## config.mk

```make
export PLATFORM = sky130hd
export DESIGN_NAME = fx2_in_arbiter_flat
export DESIGN_NICKNAME = d
export VERILOG_FILES = /design/src/rtl/fx2_in_arbiter_if.sv /design/src/rtl/fx2_in_arbiter.sv /design/src/flat_wrapper.sv
export SDC_FILE = /design/constraint.sdc
export NUM_CORES = 1
export LEC_CHECK = 0
export BUFFER_PORTS_ARGS = -buffer_cell sky130_fd_sc_hd__buf_2
export CORE_ASPECT_RATIO = 1.1
export CORE_MARGIN = 8
export CORE_UTILIZATION = 49
export CTS_CLUSTER_SIZE = 25
export DETAILED_ROUTE_END_ITERATION = 12
export PLACE_DENSITY_LB_ADDON = 0.3
export SLEW_MARGIN = 20
export SYNTH_ARGS = -nofsm -noshare
export SYNTH_HDL_FRONTEND = slang
export SYNTH_SLANG_ARGS = --single-unit
```

## constraint.sdc

```tcl
create_clock -name fx2_clk -period 1.7 [get_ports fx2_clk]
set_input_delay 0.34 -clock fx2_clk [delete_from_list [all_inputs] [get_ports fx2_clk]]
set_output_delay 0.34 -clock fx2_clk [all_outputs]
set_load 0.01 [all_outputs]
```

## src/rtl/fx2_in_arbiter_if.sv

```systemverilog
// Byte-stream bundle between the sample source, reply source, the FX2 IN port and the arbiter.
// master = arbiter side, slave = surrounding sources/sink.
interface fx2_in_arbiter_if;
    logic       sample_rdy;
    logic [7:0] sample;
    logic       sample_ack;
    logic       reply_rdy;
    logic [7:0] reply;
    logic       reply_end;
    logic       reply_ack;
    logic       out_rdy;
    logic [7:0] out_data;
    logic       out_ack;
    logic       out_pktend;
    logic [1:0] grant;

    modport master (
        input  sample_rdy, sample, reply_rdy, reply, reply_end, out_ack,
        output sample_ack, reply_ack, out_rdy, out_data, out_pktend, grant
    );

    modport slave (
        output sample_rdy, sample, reply_rdy, reply, reply_end, out_ack,
        input  sample_ack, reply_ack, out_rdy, out_data, out_pktend, grant
    );
endinterface

```

## src/rtl/fx2_in_arbiter.sv

```systemverilog
// Packet-level arbiter sharing the FX2 IN byte stream between timetag samples and command replies.
// Registered grant state, combinational data path; requests a pktend whenever a short packet must close.
module fx2_in_arbiter #(
    parameter int unsigned BURST         = 512,
    parameter int unsigned FLUSH_TIMEOUT = 4096
) (
    input logic              fx2_clk,
    input logic              rst_n,
    fx2_in_arbiter_if.master bus
);
    localparam int unsigned CNT_W   = $clog2(BURST) + 1;
    localparam int unsigned IDLE_W  = (FLUSH_TIMEOUT < 2) ? 1 : $clog2(FLUSH_TIMEOUT + 1);
    localparam int unsigned TO_LAST = (FLUSH_TIMEOUT == 0) ? 0 : FLUSH_TIMEOUT - 1;

    typedef enum logic [1:0] {IDLE, SAMPLE, REPLY, FLUSH} state_t;

    state_t              state_q, state_d;
    logic [CNT_W-1:0]    pkt_cnt;
    logic [IDLE_W-1:0]   idle_cnt;

    logic                out_rdy, sample_ack, reply_ack, out_pktend;
    logic [7:0]          out_data;
    logic [1:0]          grant;
    logic                xfer, pkt_last, idle_hit;

    assign xfer     = out_rdy & bus.out_ack;
    assign pkt_last = (pkt_cnt == CNT_W'(BURST - 1));
    // True on the idle cycle that brings the idle run up to the timeout
    assign idle_hit = (FLUSH_TIMEOUT != 0) && !bus.sample_rdy && (idle_cnt >= IDLE_W'(TO_LAST));

    always_ff @(posedge fx2_clk or negedge rst_n) begin
        if (!rst_n) state_q <= IDLE;
        else        state_q <= state_d;
    end

    always_comb begin
        state_d    = state_q;
        out_rdy    = 1'b0;
        out_data   = 8'h00;
        sample_ack = 1'b0;
        reply_ack  = 1'b0;
        out_pktend = 1'b0;
        grant      = 2'b00;
        case (state_q)
            IDLE: begin
                if (bus.reply_rdy)       state_d = REPLY;
                else if (bus.sample_rdy) state_d = SAMPLE;
            end
            SAMPLE: begin
                grant      = 2'b01;
                out_rdy    = bus.sample_rdy;
                out_data   = bus.sample;
                sample_ack = bus.out_ack & bus.sample_rdy;
                // Full packet is committed by the FX2 itself; the boundary lets a reply in
                if (sample_ack && pkt_last)
                    state_d = IDLE;
                else if (!bus.sample_rdy && (pkt_cnt != '0) && (bus.reply_rdy || idle_hit))
                    state_d = FLUSH;
                else if (!bus.sample_rdy && (pkt_cnt == '0) && bus.reply_rdy)
                    state_d = IDLE;
            end
            REPLY: begin
                grant     = 2'b10;
                out_rdy   = bus.reply_rdy;
                out_data  = bus.reply;
                reply_ack = bus.out_ack & bus.reply_rdy;
                if (reply_ack && bus.reply_end) state_d = FLUSH;
            end
            FLUSH: begin
                out_pktend = 1'b1;
                state_d    = IDLE;
            end
            default: state_d = IDLE;
        endcase
    end

    // Bytes of the packet currently open in the FX2 buffer
    always_ff @(posedge fx2_clk or negedge rst_n) begin
        if (!rst_n)                pkt_cnt <= '0;
        else if (state_q == FLUSH) pkt_cnt <= '0;
        else if (xfer)             pkt_cnt <= pkt_last ? '0 : pkt_cnt + CNT_W'(1);
    end

    always_ff @(posedge fx2_clk or negedge rst_n) begin
        if (!rst_n)
            idle_cnt <= '0;
        else if ((state_q != SAMPLE) || (state_d != SAMPLE) || bus.sample_rdy)
            idle_cnt <= '0;
        else if (idle_cnt != IDLE_W'(FLUSH_TIMEOUT))
            idle_cnt <= idle_cnt + IDLE_W'(1);
    end

    assign bus.out_rdy    = out_rdy;
    assign bus.out_data   = out_data;
    assign bus.sample_ack = sample_ack;
    assign bus.reply_ack  = reply_ack;
    assign bus.out_pktend = out_pktend;
    assign bus.grant      = grant;
endmodule

```

## src/flat_wrapper.sv

```systemverilog
// flat-port wrapper written by rule: the top's interface ports become plain ports
module fx2_in_arbiter_flat 
#(
    parameter int unsigned BURST         = 512,
    parameter int unsigned FLUSH_TIMEOUT = 4096
)
  (fx2_clk, rst_n, bus_sample_rdy, bus_sample, bus_reply_rdy, bus_reply, bus_reply_end, bus_out_ack, bus_sample_ack, bus_reply_ack, bus_out_rdy, bus_out_data, bus_out_pktend, bus_grant);
  fx2_in_arbiter_if bus_i ();
  input logic fx2_clk;
  input logic rst_n;
  input wire logic [$bits(bus_i.sample_rdy)-1:0] bus_sample_rdy;
  input wire logic [$bits(bus_i.sample)-1:0] bus_sample;
  input wire logic [$bits(bus_i.reply_rdy)-1:0] bus_reply_rdy;
  input wire logic [$bits(bus_i.reply)-1:0] bus_reply;
  input wire logic [$bits(bus_i.reply_end)-1:0] bus_reply_end;
  input wire logic [$bits(bus_i.out_ack)-1:0] bus_out_ack;
  output wire logic [$bits(bus_i.sample_ack)-1:0] bus_sample_ack;
  output wire logic [$bits(bus_i.reply_ack)-1:0] bus_reply_ack;
  output wire logic [$bits(bus_i.out_rdy)-1:0] bus_out_rdy;
  output wire logic [$bits(bus_i.out_data)-1:0] bus_out_data;
  output wire logic [$bits(bus_i.out_pktend)-1:0] bus_out_pktend;
  output wire logic [$bits(bus_i.grant)-1:0] bus_grant;
  assign bus_i.sample_rdy = bus_sample_rdy;
  assign bus_i.sample = bus_sample;
  assign bus_i.reply_rdy = bus_reply_rdy;
  assign bus_i.reply = bus_reply;
  assign bus_i.reply_end = bus_reply_end;
  assign bus_i.out_ack = bus_out_ack;
  assign bus_sample_ack = bus_i.sample_ack;
  assign bus_reply_ack = bus_i.reply_ack;
  assign bus_out_rdy = bus_i.out_rdy;
  assign bus_out_data = bus_i.out_data;
  assign bus_out_pktend = bus_i.out_pktend;
  assign bus_grant = bus_i.grant;
  fx2_in_arbiter #(.BURST(BURST), .FLUSH_TIMEOUT(FLUSH_TIMEOUT)) u_core (.fx2_clk(fx2_clk), .rst_n(rst_n), .bus(bus_i));
endmodule
```

==> impl_results.md <==
* Clock power share at 12.3%
* Netlist Area Pre-Place at 1782 um^2
* Final RePlAce weighted congestion at 0.8663
* Largest family of logic cells by synthesized area: simple AND/OR/NAND/NOR gates
* Port bufs at 35
* Pin count of the biggest net entering global routing at 26
* Slew @ Worst Pin at 0.6236 ns
* Hold crit path type: in -> async
* Crit end category: flop
* Internal power at 1.871 mW
* Remaining DRCs at 0
* Async set-reset flop share out of synthesis at 100.0%
* First-pass GRT wire length at 8183 um
* Worst EP required at around 1.9 ns
* H-tree depth at 1
* XOR/XNOR share of the synthesized area at ~7.4%
* Yosys top cell by area: dfrtp_1
* Synth Warn # at 0
* 1st-iter DRT viols at around 180
* Worst path arrival time at 2.24 ns
* FILL cells at 189
* Final worst-path cycle share at 120.6%
* Final Hold Fails at 0
* Total Power at 3.201 mW
* Layout cell share with drive strength beyond 1 at between 50 and 60%
* Mean Syn Cell Area at 8.953 um^2
* EDFF count, synth at 0
* Metal-1 WL at roughly 2700 um
* WL/cell at 22.11 um
* Post-synthesis compound-gate area fraction at 14.19%
* Die area at 5824 um^2
* Post-synthesis mux area share at 1.194%
* Worst IR Drop VDD at 1038 uV
* Area after DPL at 2389 um^2
* Top routing layer in use: met4
* Cell Pwr Density at 1096 nW/um^2
* Metal2 WL at between 3000 and 4000 um
* Unique masters post-synth at 44
* CTS tree: done
* Via count at 2056
* Clk root buf: clkbuf_8
* Ys flop type: dfrtp_1
* Final setup viols at 28
* Simple-gate share of the synthesized area at around 33%
* ANT nets after route at 0
* Failing checks: setup timing
* Clk sinks at 25
* Sw Pwr at about 1.3 mW
* Num rows at 23
* Vias per inst at 5.994
* Die Wd at 73.50 um
* Max-slew violations at 0
* Clock buffer depth at 2
* Number of global-route vias before repair at between 1500 and 2000
* Fin cells at approximately 340
* Cells after Synth at 199
* Combinational Power Share at 65.8%
* Switching Share at 41.56%
* Final HPWL DP at 3758 um
* Worst setup margin at -0.3496 ns
* IO Pins at 36
* Finished Cell Area at between 2000 and 3000 um^2
* CTS buffer count at 3
* Overflow after GRT at 0
* RSZ-0062 raised after global routing: yes
* Net Count, Synth at ~230
* Crit path max fanout at 6
* Final min period at 2.050 ns
* WL met3 at 447 um
* CORE AREA at 3568 um^2
* Max-cap viol count at 0
* Leakage at 1.379 nW
* Post-synth top area share at between 30% and 40%
* # diodes at 0
* Seq/Total Area, Yosys at 35.11%
* Status: finished with violations
* Hold-fix buffers, CTS at 0
* Initial Utilization at 49.93%
* Total GRT Usage at 17.46%
* CTS clock-pin slew for the worst setup and hold paths at 0.11 ns
* P&R area growth vs syn at 63.90%
* CP Class: reg -> reg
* Later-pin clock latency in the skew report at approximately 0.28 ns
* Drt pass-1 iters at 5
* Initial antenna violation count at 0
* Slew Limit Headroom at between 50% and 60%
* Die Span Y at 79.25 um
* Placed cells at approximately 330
* Seq pwr share at 21.9%
* Drt total wl at around 7600 um
* CP startpoint kind: flop
* Max frequency at roughly 0.49 GHz
* Flops & latches, synth at 25
* Nets at roughly 320
* Layout Skew at between 0.01 and 0.015 ns
* Post-synthesis adder-cell area fraction at 5.618%
* Pre-CTS WS at -0.2007 ns
* Synth area leaders: dfrtp_1, ha_1, nor3_2, nor2_1, xor2_1
==> registers in the layout, summed over array words and instances, names as in the netlist <==
signal,cells
u_core.state_q,2
u_core.idle_cnt,13
u_core.pkt_cnt,10
==> cells in the final DEF (no fill, tap or decap), types with 6 or more instances in the layout <==
| master | instances |
|---|---|
| nor3_4 | 8 |
| buf_6 | 12 |
| inv_1 | 6 |
| xnor2_1 | 6 |
| nor2b_1 | 8 |
| nand2_1 | 17 |
| nor2_1 | 20 |
| nand3_1 | 8 |
| a22oi_2 | 8 |
| dfrtp_1 | 23 |
| buf_2 | 31 |
| buf_4 | 51 |
| xor2_1 | 8 |
==> power groups by stage <==
stage               Clock (mW)  Combinational [mW]  Sequential, mW
global route             0.425                2.19           0.707
detailed placement           0                1.23           0.694
CTS                      0.378                1.39           0.679
global placement             0                1.21           0.692
floorplan                    0               0.685           0.694
finish                   0.393                2.11           0.702
==> synthesized netlist by cell type (2+ instances only) <==
cell and count:
nor2b_1 10, ha_1 8, xnor2_1 7, o311ai_2 2, nand2_1 17, o31ai_1 3
o21ai_0 3, and3_1 4, nor3_2 9, a21oi_1 8, nor4_1 5, clkbuf_1 5
inv_1 8, xor2_1 8, nand4_1 5, dfrtp_1 25, nand3_1 9, and4_1 2
nor4b_1 2, a22oi_1 8, nor3_1 8, nor2_1 21
==> metrics by stage <==
stage	hold WS [ns]	util, %	TNS [ns]
floorplan	0.04441	-	-0.6760
CTS	0.06682	71.60	-2.935
detailed placement	0.3694	66.94	-2.324
finish	0.05578	81.84	-6.471
global route	0.09377	81.84	-8.391
global placement	0.3687	66.94	-1.302
==> repair_timing <==
item | CTS | global route
endpoints found under the setup margin | 29 | 36
setup buffers | 4 | 8
gates cloned | 1 | 2
pin swaps | 3 | 32
resized for setup | 18 | 54
hold endpoints to repair | 0 | 0
==> routing by layer <==
metal | global-route usage [%] | vias up
met4 | 7.600 | 0
met5 | 0 | -
met3 | 2.141 | 52
met2 | 30.52 | 113
li1 | - | 905
met1 | 20.66 | 986
==> cell families after synthesis <==
group                    after synthesis
buffers and inverters                 16
flip-flops                            25
XOR/XNOR                              15
AO/OA/AOI/OAI                         33
multiplexers                           2
AND/OR/NAND/NOR                      100
adder cells (fa/ha/maj)                8
==> worst max-delay path: stages (launching register included) <==
cell and delay [ns]:
dfrtp_1 0.41, ha_2 0.20, nand4_1 0.18, nor4_4 0.40, a21o_1 0.23, o2111ai_4 0.19
buf_6 0.21, nor3_2 0.14
==> path summary, 6_finish.rpt <==
check | from | endpoint | slack (ns) | depth (start not counted)
worst max-delay path | u_core.pkt_cnt[1] | u_core.idle_cnt[6] | -0.35 | 7
worst min-delay path | rst_n | u_core.pkt_cnt[6] | 0.06 | 1
worst max register to register | u_core.pkt_cnt[1] | u_core.idle_cnt[6] | -0.35 | 7
worst min register to register | u_core.pkt_cnt[1] | u_core.pkt_cnt[1] | 0.59 | 2
max in group asynchronous | rst_n | u_core.idle_cnt[0] | 1.19 | 1
min in group fx2_clk | bus_reply_rdy | u_core.state_q[0] | 0.51 | 3
==> final cells by class <==
cell class	instances	area (um^2)	share of cell area, %
Multi-Input combinational cell	158	1400	47.94
Timing Repair Buffer	98	748.2	25.62
Sequential cell	25	628.1	21.51
Tap cell	50	62.56	2.142
Clock buffer	3	41.29	1.414
Inverter	8	32.53	1.114
Clock inverter	1	7.507	0.2571
Power figures use the tool's default switching activity.
